--- src/rtl/inst_fetch.sv ---
// Instruction fetch stage: drives a synchronous instruction memory and feeds decode through a
// 2-entry {pc, inst} buffer, suspending sequential fetch after a jump until decode redirects.
module inst_fetch #(
    parameter int unsigned       INST_W   = 16,
    parameter int unsigned       ADDR_W   = 8,
    parameter logic [ADDR_W-1:0] RESET_PC = '0,
    parameter logic [3:0]        JUMP_OP  = 4'b1000
) (
    input  logic              clk,
    input  logic              rst,
    output logic              imem_en,
    output logic [ADDR_W-1:0] imem_addr,
    input  logic [INST_W-1:0] imem_rdata,
    output logic              id_valid,
    output logic [INST_W-1:0] id_inst,
    output logic [ADDR_W-1:0] id_pc,
    input  logic              id_ready,
    input  logic              redirect_valid,
    input  logic [ADDR_W-1:0] redirect_pc,
    output logic              jump_wait
);

    logic [ADDR_W-1:0] r_pc;
    logic [ADDR_W-1:0] r_pend_pc;
    logic              r_pending;
    logic              r_jump_wait;
    logic [1:0]        r_count;
    logic [ADDR_W-1:0] r_fifo_pc   [2];
    logic [INST_W-1:0] r_fifo_inst [2];

    logic              w_pop;
    logic              w_push;
    logic              w_is_jump;
    logic              w_redirect;
    logic              w_issue;
    logic              w_wr_hi;
    logic [2:0]        w_occupancy;

    always_comb begin
        id_valid    = (r_count != 2'd0);
        w_pop       = id_valid & id_ready;
        // A response that arrives while suspended belongs to the fall-through path.
        w_push      = r_pending & ~r_jump_wait;
        w_is_jump   = w_push & (imem_rdata[INST_W-1 -: 4] == JUMP_OP);
        w_redirect  = redirect_valid & r_jump_wait;
        // Words held plus the one in flight, after this cycle's pop: a new request must fit.
        w_occupancy = {1'b0, r_count} + {2'b00, r_pending} - {2'b00, w_pop};
        w_issue     = ~rst & ~r_jump_wait & (w_occupancy < 3'd2);
        w_wr_hi     = ((r_count - {1'b0, w_pop}) != 2'd0);
    end

    assign imem_en   = w_issue;
    assign imem_addr = r_pc;
    assign jump_wait = r_jump_wait;
    assign id_inst   = id_valid ? r_fifo_inst[0] : '0;
    assign id_pc     = id_valid ? r_fifo_pc[0]   : '0;

    always_ff @(posedge clk or posedge rst) begin
        if (rst) begin
            r_pc        <= RESET_PC;
            r_pend_pc   <= '0;
            r_pending   <= 1'b0;
            r_jump_wait <= 1'b0;
            r_count     <= 2'd0;
        end else begin
            if (w_redirect) begin
                r_pc <= redirect_pc;
            end else if (w_issue) begin
                r_pc <= r_pc + ADDR_W'(1);
            end
            if (w_issue) begin
                r_pend_pc <= r_pc;
            end
            r_pending <= w_issue;
            if (w_redirect) begin
                r_jump_wait <= 1'b0;
            end else if (w_is_jump) begin
                r_jump_wait <= 1'b1;
            end
            r_count <= r_count + {1'b0, w_push} - {1'b0, w_pop};
        end
    end

    // Entry 0 is always the head; a pop shifts entry 1 down so order is preserved.
    always_ff @(posedge clk or posedge rst) begin
        if (rst) begin
            r_fifo_pc[0]   <= '0;
            r_fifo_pc[1]   <= '0;
            r_fifo_inst[0] <= '0;
            r_fifo_inst[1] <= '0;
        end else begin
            if (w_push && !w_wr_hi) begin
                r_fifo_pc[0]   <= r_pend_pc;
                r_fifo_inst[0] <= imem_rdata;
            end else if (w_pop) begin
                r_fifo_pc[0]   <= r_fifo_pc[1];
                r_fifo_inst[0] <= r_fifo_inst[1];
            end
            if (w_push && w_wr_hi) begin
                r_fifo_pc[1]   <= r_pend_pc;
                r_fifo_inst[1] <= imem_rdata;
            end
        end
    end

    always_ff @(posedge clk) begin
        if (!rst) begin
            assert (!(w_push && !w_pop && (r_count == 2'd2)))
            else $error("inst_fetch: push into full buffer");
        end
    end

endmodule

--- config.mk ---
export PLATFORM = sky130hd
export DESIGN_NAME = inst_fetch
export DESIGN_NICKNAME = d
export VERILOG_FILES = /design/src/rtl/inst_fetch.sv
export SDC_FILE = /design/constraint.sdc
export NUM_CORES = 1
export LEC_CHECK = 0
export ABC_CLOCK_PERIOD_IN_PS = 8300
export BUFFER_PORTS_ARGS = -buffer_cell sky130_fd_sc_hd__buf_2
export CAP_MARGIN = 25
export CORE_AREA = 2 2 91 93
export CTS_BUF_LIST = sky130_fd_sc_hd__clkbuf_2 sky130_fd_sc_hd__clkbuf_4 sky130_fd_sc_hd__clkbuf_8
export DETAILED_ROUTE_END_ITERATION = 8
export DIE_AREA = 0 0 93 95
export PLACE_DENSITY = 0.6
export SLEW_MARGIN = 20
export SYNTH_ARGS = -nofsm -noshare
export SYNTH_HDL_FRONTEND = slang
export SYNTH_SLANG_ARGS = --single-unit
export TNS_END_PERCENT = 10
--- constraint.sdc ---
create_clock -name clk -period 8.3 [get_ports clk]
set_input_delay 2.075 -clock clk [delete_from_list [all_inputs] [get_ports clk]]
set_output_delay 2.075 -clock clk [all_outputs]
set_load 0.05 [all_outputs]
* Word level (Yosys, flattened, before mapping)
Index checks and enable logic that the tools add are counted.
** Storage, ports and cells
- Output and inout port bits :: 35
- Bits in registers :: 68
- Memories :: 0
- Input bits :: 28
- Memory bits (read-only) :: 0
- Bits in latches :: 0
- Word-level logic and storage cells :: 43
- Memory bits (writable) :: 0
** Operators by class
- Shift-type cells :: 0
- Bitwise operators :: 8
- $mul :: 0
- Divide/modulo/power cells :: 0
- Muxes and demuxes :: 10
- Order comparisons :: 1
- Equal/unequal tests :: 1
- Add/subtract/negate cells :: 6
- Reductions and logical operators :: 8
** Operators with widths (count)
- two-way mux 16 bit :: 3
- two-way mux 8 bit :: 5
- nonzero test 2 bit :: 5
- adder 8 x 1 -> 8 bit, second input constant :: 1
- bitwise AND 1 bit :: 6
- == test 4 bit, second input constant :: 1
- subtractor 2 x 1 -> 2 bit :: 2
- adder 2 x 1 -> 3 bit :: 1
- < comparator 3 x 2 -> 1 bit, second input constant :: 1
- subtractor 3 x 1 -> 3 bit :: 1
- adder 2 x 1 -> 2 bit :: 1
- logical AND 1 bit :: 2
- two-way mux 1 bit :: 2
- inverter 1 bit :: 2
- logical NOT 1 bit :: 1

* Longest topological paths before layout
- Depth in word-level cells :: 7
- Mapped depth :: 13
- Depth with buffers taken out :: 9

* Least setup slack after synthesis
OpenSTA, ideal clock, no wires.
- Path kind :: input-to-output
- From :: in id_ready
- To :: out imem_en
- Cell stages on the path :: 10
- Arrival :: 4173 ps
- Data required time :: 6225 ps
- Buffers on the path :: 3
- Setup slack :: 2052 ps
- Cell sequence :: o21ai_0 buf_4 buf_2 nor2_1 o21ai_0 fa_1 xor2_2 or3_4 clkinv_4 buf_2
** Between the ends
- Word-level cells in the longest chain between the ends :: 4
** Ends and longest elaborated chain
- start, declared :: line 17 : input logic id_ready,
- bitwise AND 1 bit :: line 41 : w_pop = id_valid & id_ready;
- subtractor 3 x 1 -> 3 bit :: line 47 : w_occupancy = {1'b0, r_count} + {2'b00, r_pending} - {2'b00, w_pop};
- < comparator 3 x 2 -> 1 bit :: line 48 : w_issue = ~rst & ~r_jump_wait & (w_occupancy < 3'd2);
- bitwise AND 1 bit :: line 48
- end, declared :: line 11 : output logic imem_en,
Every way passes these cells.

* Worst setup path after layout
Same ends and word-level chain as after synthesis.

==> reports/results.tsv <==
stage	metric	value	unit
status	status	finished clean	
timing	pin slew with the least headroom to its limit	0.857	ns
yosys	mux cell area share after synthesis	0.170	
cts	root buf cell	clkbuf_8	
job	Max-Cap Viols	0	
worst_setup_path	Req. time, crit path	6.23	ns
routing	drt total wl	6160	µm
placed_design	cell total after placement	445	
yosys	compound-gate portion of the synthesized area	0.0681	
power	overall power	1.72	mW
timing	minimum clock period	6.32	ns
worst_setup_path	Worst EP arrival	4.25	ns
cts	CTS sink cnt	68	
final_layout	Design Area, Final	0.00383	mm²
routing	DR iter-0 viols	97	
timing	final setup vio count	0	
timing	Post-Route Setup TNS	0	ns
floorplan	die footprint	0.00884	mm²
floorplan	row count	33	
placed_design	setup slack at placement	1.96	ns
yosys	Top FF cell, synth	dfrtp_1	
yosys	Simple-Gate Fraction of Synth Area	0.156	
cts	hold_buf cts	0	
yosys	synth top area cells	dfrtp_1, mux2_2, mux2i_1	
grt	total gr overflow	0	
routing	vias per cell	4.90	
power	P_leak	1.85	nW
final_layout	synthesis-to-layout area growth	20.6	%
grt	largest net degree at the start of global routing	69	
timing	slew margin rel.	0.429	
placed_design	I/O Buffers	62	
cts	post-CTS setup repair buffer count	0	
placed_design	hpwl dp	4170	µm
grt	initial antenna violation count	0	
routing	drt pass-1 iters	4	
yosys	FF+latch count, synth	68	
timing	hold_ws	0.505	ns
timing	final worst setup slack	1.98	ns
worst_hold_path	HP Class	reg2reg	
worst_setup_path	Crit Path Max Fanout	16	
worst_setup_path	crit path kind	in2out	
floorplan	Initial Util	0.401	
timing	clk_skew	0.0148	ns
routing	wire length per cell	13.4	µm
yosys	Unique masters post-synth	37	
final_layout	share of layout cells above drive strength 1	0.327	
yosys	largest family of logic cells by synthesized area	multiplexers	
timing	Slew Limit Fails	0	
yosys	Avg Inst Size Synth	11.0	µm²
final_layout	utilization after layout	0.484	
placed_design	routability-driven placement congestion ratio	0.741	
final_layout	n_diodes	0	
yosys	Yosys warning total	0	
floorplan	die width	93	µm
power	maximum VDD drop	237	µV
cts	H-tree depth	3	
final_layout	Cell Count, Final, Fillers Out	460	
cts	Worst-path clk slew	0.07	ns
worst_setup_path	CP Launch Type	input pin	
routing	via count	2254	
yosys	top cell type's share of synthesized area	0.535	
placed_design	DP Area	0.00361	mm²
yosys	Mapped Cells	289	
yosys	ys async rst share	1.00	
floorplan	core area	0.00793	mm²
yosys	Post-Synth XOR/XNOR Area	0.0216	
timing	Fmax	158	MHz
yosys	Syn Nets	320	
cts	worst skew pair latency	0.33	ns
power	PD cells	449	mW/mm²
final_layout	Layout Nets	382	
yosys	adder-cell share of the synthesized area	0.0142	
final_layout	commonest non-fill, non-tap cell in the layout	dfrtp_1	
timing	Final period util	0.762	
cts	Inserted Clock Buffers	9	
floorplan	Die H	95	µm
yosys	Post-synth EDFFs	0	
yosys	Cell Area, Synth	0.00318	mm²
grt	vias in the first global route	2177	
cts	TritonCTS clock tree	yes	
routing	DRT antenna net count	0	
timing	RSZ-0062 raised after global routing	false	
timing	final hold vios	0	
final_layout	commonest non-fill, non-tap cells in the layout	dfrtp_1, buf_2, nand2_1, o21ai_0	
worst_setup_path	flop-to-flop setup slack	5.20	ns
cts	Max Buffers Root-to-Sink	2	
worst_setup_path	Setup crit end kind	output pin	
routing	# DRC	0	
yosys	area leader, netlist	dfrtp_1	
grt	first-pass GRT wire length	10500	µm
floorplan	# IOs	63	
cts	post_cts resized	0	
yosys	Seq/Total Area, Yosys	0.535	
grt	gr usage total	0.150	
where the power goes:
part	switching, mW	internal (mW)	total, mW
sequential	0.108	0.488	0.596
clock	0.117	0.179	0.297
combinational	0.548	0.279	0.827
total	0.774	0.946	1.72
sequential cells by signal (all words and copies together) (netlist names):
name / cells
r_pend_pc: 8
r_pending: 1
jump_wait: 1
imem_addr: 8
r_count: 2
r_fifo_inst: 32
r_fifo_pc: 16
layer usage:
layer / global-route usage / wire [µm] / up-vias
met5: 0 / 0 / -
met3: 0.0327 / 302 / 6
met2: 0.236 / 2810 / 58
li1: - / - / 1100
met4: 0.0515 / 53 / 0
met1: 0.207 / 2990 / 1090
synthesized netlist by cell type (all sizes together) (2+ instances only):
library cell	n
dfrtp	68
nand2	54
o21ai	30
mux2i	26
nor2b	26
mux2	25
buf	12
nor2	6
xnor2	6
clkbuf	4
inv	3
nand3	3
ha	2
nand2b	2
nor3b	2
nor4	2
layout make-up:
type	count	area, µm²
Fill cell	755	4090
Sequential cell	68	1700
Multi-Input combinational cell	201	1390
Timing Repair Buffer	67	372
Clock buffer	11	145
Tap cell	105	131
Clock inverter	4	73.8
Inverter	4	20.0
critical path, cell delays in order:
cell      delay [ns]
buf_2           0.11
o21ai_4         0.16
nor2_1          0.23
o21ai_0         0.14
fa_1            0.42
xor2_2          0.18
or3_4           0.48
clkinv_4        0.16
buf_2           0.28
cell families after synthesis:
group,count (synthesis)
adders and majority gates,3
buffers and inverters,20
AOI/OAI and AO/OA,38
muxes,51
and+or+nand+nor,102
xor gates and xnor gates,7
DFF,68
path summary, 6_finish.rpt:
kind / startpoint / end / cells after the start
setup reg to reg: r_count[1]$_DFF_PP0_ / imem_addr[6]$_DFFE_PP0P_ / 8
min in group asynchronous: rst / imem_addr[4]$_DFFE_PP0P_ / 3
hold reg to reg: r_fifo_inst[5]$_DFFE_PP0P_ / r_fifo_inst[5]$_DFFE_PP0P_ / 1
max in group asynchronous: rst / r_fifo_pc[0]$_DFFE_PP0P_ / 3
hold / removal: r_fifo_inst[5]$_DFFE_PP0P_ / r_fifo_inst[5]$_DFFE_PP0P_ / 1
setup / recovery: id_ready / imem_en / 9
(Power assumes the default switching activity.)
